**src/rtl/oka16_seq_ctrl.sv**
```systemverilog
// oka16_seq_ctrl: sequences three Karatsuba sub-products through one shared 8x8 carry-less multiplier
module oka16_seq_ctrl #(
  parameter int MUL_LAT = 0,
  parameter int CNT_W   = 16
) (
  input  logic             clk,
  input  logic             rst_n,
  input  logic             in_valid,
  output logic             in_ready,
  input  logic [15:0]      in_a,
  input  logic [15:0]      in_b,
  output logic             out_valid,
  input  logic             out_ready,
  output logic [30:0]      out_y,
  output logic [7:0]       mul_a,
  output logic [7:0]       mul_b,
  input  logic [14:0]      mul_y,
  output logic             busy,
  output logic [CNT_W-1:0] op_cnt
);
  if (MUL_LAT != 0 && MUL_LAT != 1) begin : g_bad_lat
    $error("oka16_seq_ctrl: MUL_LAT must be 0 or 1");
  end
  typedef enum logic [2:0] {IDLE, P0, P1, P2, DONE} state_t;
  state_t           state_q, state_d;
  logic [7:0]       al_q, al_d, ah_q, ah_d, bl_q, bl_d, bh_q, bh_d;
  logic [7:0]       mul_a_q, mul_a_d, mul_b_q, mul_b_d;
  logic [30:0]      acc_q, acc_d, out_y_q, out_y_d, z, acc_p2;
  logic             out_valid_q, out_valid_d, cap_q, cap_d, cap, accept, take;
  logic [CNT_W-1:0] op_cnt_q, op_cnt_d;
  assign in_ready  = rst_n && (state_q == IDLE || (state_q == DONE && out_ready));
  assign accept    = in_valid && in_ready;
  assign take      = out_valid_q && out_ready;
  assign z         = {16'b0, mul_y};
  assign cap       = (MUL_LAT == 0) || cap_q;
  assign acc_p2    = acc_q ^ (z << 8) ^ (z << 16);
  assign out_valid = out_valid_q;
  assign out_y     = out_y_q;
  assign mul_a     = mul_a_q;
  assign mul_b     = mul_b_q;
  assign busy      = state_q != IDLE;
  assign op_cnt    = op_cnt_q;
  // next-state, operand drive and accumulation; each Pk waits for its capture cycle
  always_comb begin
    state_d     = state_q;
    al_d        = al_q;
    ah_d        = ah_q;
    bl_d        = bl_q;
    bh_d        = bh_q;
    acc_d       = acc_q;
    out_y_d     = out_y_q;
    out_valid_d = out_valid_q;
    mul_a_d     = mul_a_q;
    mul_b_d     = mul_b_q;
    cap_d       = 1'b0;
    op_cnt_d    = op_cnt_q + CNT_W'(take);
    case (state_q)
      IDLE, DONE: begin
        if (accept) begin
          {ah_d, al_d} = in_a;
          {bh_d, bl_d} = in_b;
          mul_a_d      = in_a[7:0];
          mul_b_d      = in_b[7:0];
          out_valid_d  = 1'b0;
          state_d      = P0;
        end else if (take) begin
          out_valid_d = 1'b0;
          state_d     = IDLE;
        end
      end
      P0: begin
        cap_d = !cap;
        if (cap) begin
          acc_d   = z ^ (z << 8);
          mul_a_d = al_q ^ ah_q;
          mul_b_d = bl_q ^ bh_q;
          state_d = P1;
        end
      end
      P1: begin
        cap_d = !cap;
        if (cap) begin
          acc_d   = acc_q ^ (z << 8);
          mul_a_d = ah_q;
          mul_b_d = bh_q;
          state_d = P2;
        end
      end
      P2: begin
        cap_d = !cap;
        if (cap) begin
          acc_d       = acc_p2;
          out_y_d     = acc_p2;
          out_valid_d = 1'b1;
          mul_a_d     = 8'h00;
          mul_b_d     = 8'h00;
          state_d     = DONE;
        end
      end
      default: state_d = IDLE;
    endcase
  end
  // state and registered outputs; reset discards any in-flight transaction
  always_ff @(posedge clk) begin
    if (!rst_n) begin
      state_q     <= IDLE;
      al_q        <= '0;
      ah_q        <= '0;
      bl_q        <= '0;
      bh_q        <= '0;
      acc_q       <= '0;
      out_y_q     <= '0;
      out_valid_q <= 1'b0;
      mul_a_q     <= '0;
      mul_b_q     <= '0;
      cap_q       <= 1'b0;
      op_cnt_q    <= '0;
    end else begin
      state_q     <= state_d;
      al_q        <= al_d;
      ah_q        <= ah_d;
      bl_q        <= bl_d;
      bh_q        <= bh_d;
      acc_q       <= acc_d;
      out_y_q     <= out_y_d;
      out_valid_q <= out_valid_d;
      mul_a_q     <= mul_a_d;
      mul_b_q     <= mul_b_d;
      cap_q       <= cap_d;
      op_cnt_q    <= op_cnt_d;
    end
  end
endmodule

```
**config.mk**
```make
export PLATFORM = sky130hd
export DESIGN_NAME = oka16_seq_ctrl
export DESIGN_NICKNAME = d
export VERILOG_FILES = /design/src/rtl/oka16_seq_ctrl.sv
export SDC_FILE = /design/constraint.sdc
export NUM_CORES = 1
export LEC_CHECK = 0
export ABC_CLOCK_PERIOD_IN_PS = 1900
export CAP_MARGIN = 20
export CORE_UTILIZATION = 52
export DETAILED_ROUTE_END_ITERATION = 8
export PLACE_DENSITY = 0.78
export SLEW_MARGIN = 10
export SYNTH_ARGS = -nofsm -noshare
export SYNTH_HDL_FRONTEND = slang
export SYNTH_SLANG_ARGS = --single-unit
```
**constraint.sdc**
```tcl
create_clock -name clk -period 1.9 [get_ports clk]
set_input_delay 0.285 -clock clk [delete_from_list [all_inputs] [get_ports clk]]
set_output_delay 0.285 -clock clk [all_outputs]
set_load 0.01 [all_outputs]
```
==> run_results.csv <==
group,metric,value,unit
critical_path,critPathKind,"register to primary output",
critical_path,cp_max_fo,5,
yosys,synth_top_family_by_area,"compound AO/OA/AOI/OAI gates",
critical_path,path_cells,"or2_4 > nor3_2 > dlygate4sd2_1",
pwr,cellLeakagePower,2.87,nW
yosys,synthesis.area,6080,µm²
worst_hold_path,holdPathStages,3,
yosys,synth_edf_count,0,
place,gp_congestion,0.853,
routing,drc,0,
yosys,synth_nets,798,
pwr,pwr-share-clk,46.7,%
pwr,comb_power_share,14.0,%
final_layout,drive_above_1_share,10.6,%
pwr,p_int,5.68,mW
routing,ant_nets,0,
outcome,status,"completed",
place,placed_cells,974,
yosys,synth_cells,745,
floorplanning,dieArea,12100,µm²
yosys,synth_compound_area_share,22.9,%
clock_network,clkSinkCount,130,
routing,wl,15900,µm
yosys,synthArstFlopShare,0,%
yosys,synth.mux.area_fraction,0.165,%
yosys,synth_adder_area_share,0.411,%
grt,grt_first_pass_wirelength,25200,µm
floorplanning,io_pins,117,
timing,setup_viol,0,
yosys,netlist_top_cells_area,"dfxtp_1 (43%), nand2_1 (9.9%), a21oi_1 (7.1%)",
worst_hold_path,hold_path_end,"ah_q[0]$_SDFFE_PN0P_",
critical_path,r2r_slack,0.12,ns
grt,grt_pass1_vias,5433,
pwr,switching_power,1.85,mW
yosys,yosysTopAreaCellShare,42.8,%
final_layout,final_nets,906,
yosys,yosys.area_share.simple,20.8,%
critical_path,worst_r2r_path_depth,6,
critical_path,rr_startpoint,"out_valid$_SDFFE_PN0P_",
yosys,yosysWarningCount,0,
worst_hold_path,min_path_type,"input pin to register",
floorplanning,die_h,110,µm
run,max-cap-violations,0,
timing,slew_headroom,57.5,%
routing,dr.pass1.iters,7,
pwr,power_density,918,nW/µm²
grt,grt-ovfl-total,0,
clock_network,cts_tree,"done",
critical_path,arrival,1.54,ns
yosys,yosysSeqAreaShare,42.8,%
timing,rsz0062_at_grt,"no",
routing,wl_per_cell,15.7,µm
timing,max_freq,0.548,GHz
critical_path,crit_required,1.62,ns
routing,drt-initial-drc-count,353,
critical_path,end_kind,"primary output",
critical_path,timing.rr.end,"op_cnt[13]$_SDFF_PN0_",
floorplanning,fp.dieW,110,µm
yosys,synth_cell_types,48,
clock_network,clk_pin_slew,0.06,ns
timing,hold_viol_final,0,
yosys,yosys.area_share.xor_xnor,7.34,%
floorplanning,start_util,53.3,%
pwr,p_sw_share,24.5,%
critical_path,cp-start-kind,"register",
floorplanning,num_rows,39,
grt,antenna_found_initial,0,
yosys,synth_seq_cells,130,
place,hpwl,10200,µm
final_layout,antenna_cells,0,
critical_path,crit_slowest_cell,"dfxtp_2",
timing,skew,0.00597,ns
clock_network,htree_levels,4,
yosys,synth_top_area_cell,"dfxtp_1",
timing,drv_slew,0,
floorplanning,fp.coreArea,11400,µm²
timing,post-route-period-util,96.1,%
yosys,synth_ff_type,"dfxtp_1",
clock_network,hold_buffers,0,
pwr,fin_total_pwr,7.53,mW
grt,grt_start_max_net_pins,111,
clock_network,cts_buffers,17,
clock_network,clockBufferDepth,2,
critical_path,cpPeakStageDelay,0.36,ns
timing,worstMarginPinSlew,0.636,ns
grt,grt_use_total,27.0,%
yosys,postSynthAreaPerCell,8.16,µm²
timing,post-route-min-period,1.83,ns
final_layout,final_cell_count_no_fill,1009,
final_layout,synthToLayoutAreaGrowth,34.8,%
pwr,peakVddDrop,0.839,mV
place,port_buffers,116,
pwr,seqPwrFrac,39.4,%
clock_network,clock_latency,0.42,ns
routing,via_count,5825,
clock_network,clock-root-buffer,"clkbuf_16",
worst_hold_path,hp-start,"in_a[8]",
routing,drt-vias-per-instance,5.77,
==> critical path: cells and delay by family (launching register included) <==
kind | cells | cell delay (ns)
buffers and inverters | 1 | 0.29
flip-flops | 1 | 0.36
AND/OR/NAND/NOR | 2 | 0.46
==> worst max-delay path by stage <==
stage	from	end	slack, ns
3_5_place_dp	out_ready	op_cnt[13]$_SDFF_PN0_	-0.30
4_1_cts	state_q[1]$_SDFFE_PN0P_	in_ready	0.003
2_1_floorplan	out_valid$_SDFFE_PN0P_	op_cnt[13]$_SDFF_PN0_	0.23
6_report	state_q[1]$_SDFFE_PN0P_	in_ready	0.07
5_1_grt	state_q[2]$_SDFFE_PN0P_	out_y[17]$_SDFFE_PN0P_	0.01
3_3_place_gp	out_ready	op_cnt[13]$_SDFF_PN0_	-0.25
==> routing by layer <==
layer,vias up,track usage (%),wire [µm]
met5,-,0,0
met4,0,12.5,363
met3,37,5.88,1040
met2,238,46.2,7880
met1,2722,32.2,6590
li1,2828,-,-
==> cells in the final DEF (no fill, tap or decap), types with 6 or more instances in the layout <==
cell,instances
dfxtp_1,128
buf_4,32
xnor2_1,34
nor3_1,9
clkbuf_16,17
o22ai_1,6
xor2_1,17
a211oi_1,18
nand3_1,11
nor2_1,38
clkdlybuf4s50_1,114
o221a_2,7
nand2_1,160
a22o_1,11
o221ai_1,6
o32a_1,7
a31oi_1,17
o21ai_0,21
a21oi_1,85
nor4bb_1,6
nor2b_1,11
nand3b_1,13
a21boi_0,6
a22oi_1,8
o21a_1,8
==> per-stage QoR <==
| stage | setup TNS, ns | cell area (µm²) | util, % | hold slack, ns | worst slack [ns] |
|---|---|---|---|---|---|
| 2_1_floorplan | 0 | 6080 | - | 0.421 | 0.225 |
| 3_3_place_gp | -1.35 | 7440 | 65.2 | 0.440 | -0.246 |
| 3_5_place_dp | -2.73 | 7440 | 65.2 | 0.446 | -0.303 |
| 4_1_cts | 0 | 8190 | 71.7 | 0.398 | 0.00286 |
| 5_1_grt | 0 | 8200 | 71.8 | 0.416 | 0.0104 |
| 6_report | 0 | 8200 | 71.8 | 0.412 | 0.0747 |
==> layout make-up <==
cell class              instances  area [µm²]
fillers                       871        3220
multi-input cells             545        3160
flip-flops and latches        130        2610
repair buffers                156        1600
clock buffers                  20         467
clock inverters                12         179
well taps                     143         179
inverters                       3        12.5
==> cells in the mapped netlist (all sizes together), types with 8 or more instances <==
master,instances
clkbuf,36
xnor2,34
nand3,12
dfxtp,130
nor3,11
nor2,39
a211oi,18
nand2,160
a22oi,8
o21ai,21
o21a,8
a31oi,17
a21oi,86
buf,31
xor2,17
a22o,11
nor2b,13
nand3b,13
==> power by group through the flow <==
stage | Combinational, mW | Clock (mW) | Sequential (mW)
after detailed placement | 0.990 | 0 | 3.02
after floorplan | 0.607 | 0 | 3.01
after CTS | 1.04 | 3.55 | 2.96
after global routing | 1.14 | 3.66 | 2.98
final | 1.05 | 3.51 | 2.96
after global placement | 0.968 | 0 | 3.01
==> what timing repair did <==
action                                  in CTS  in global routing
gates resized for setup                      5                  3
endpoints found under the setup margin       2                  2
setup buffers                                0                  0
gates cloned                                 3                  0
==> logic make-up after synthesis <==
logic type,count (synthesis)
AND/OR/NAND/NOR,277
flip-flops,130
buffers and inverters,70
multiplexers,1
adder cells (fa/ha/maj),2
XOR/XNOR,51
AO/OA/AOI/OAI,214
Note: power is estimated with default switching activity, not from simulation.
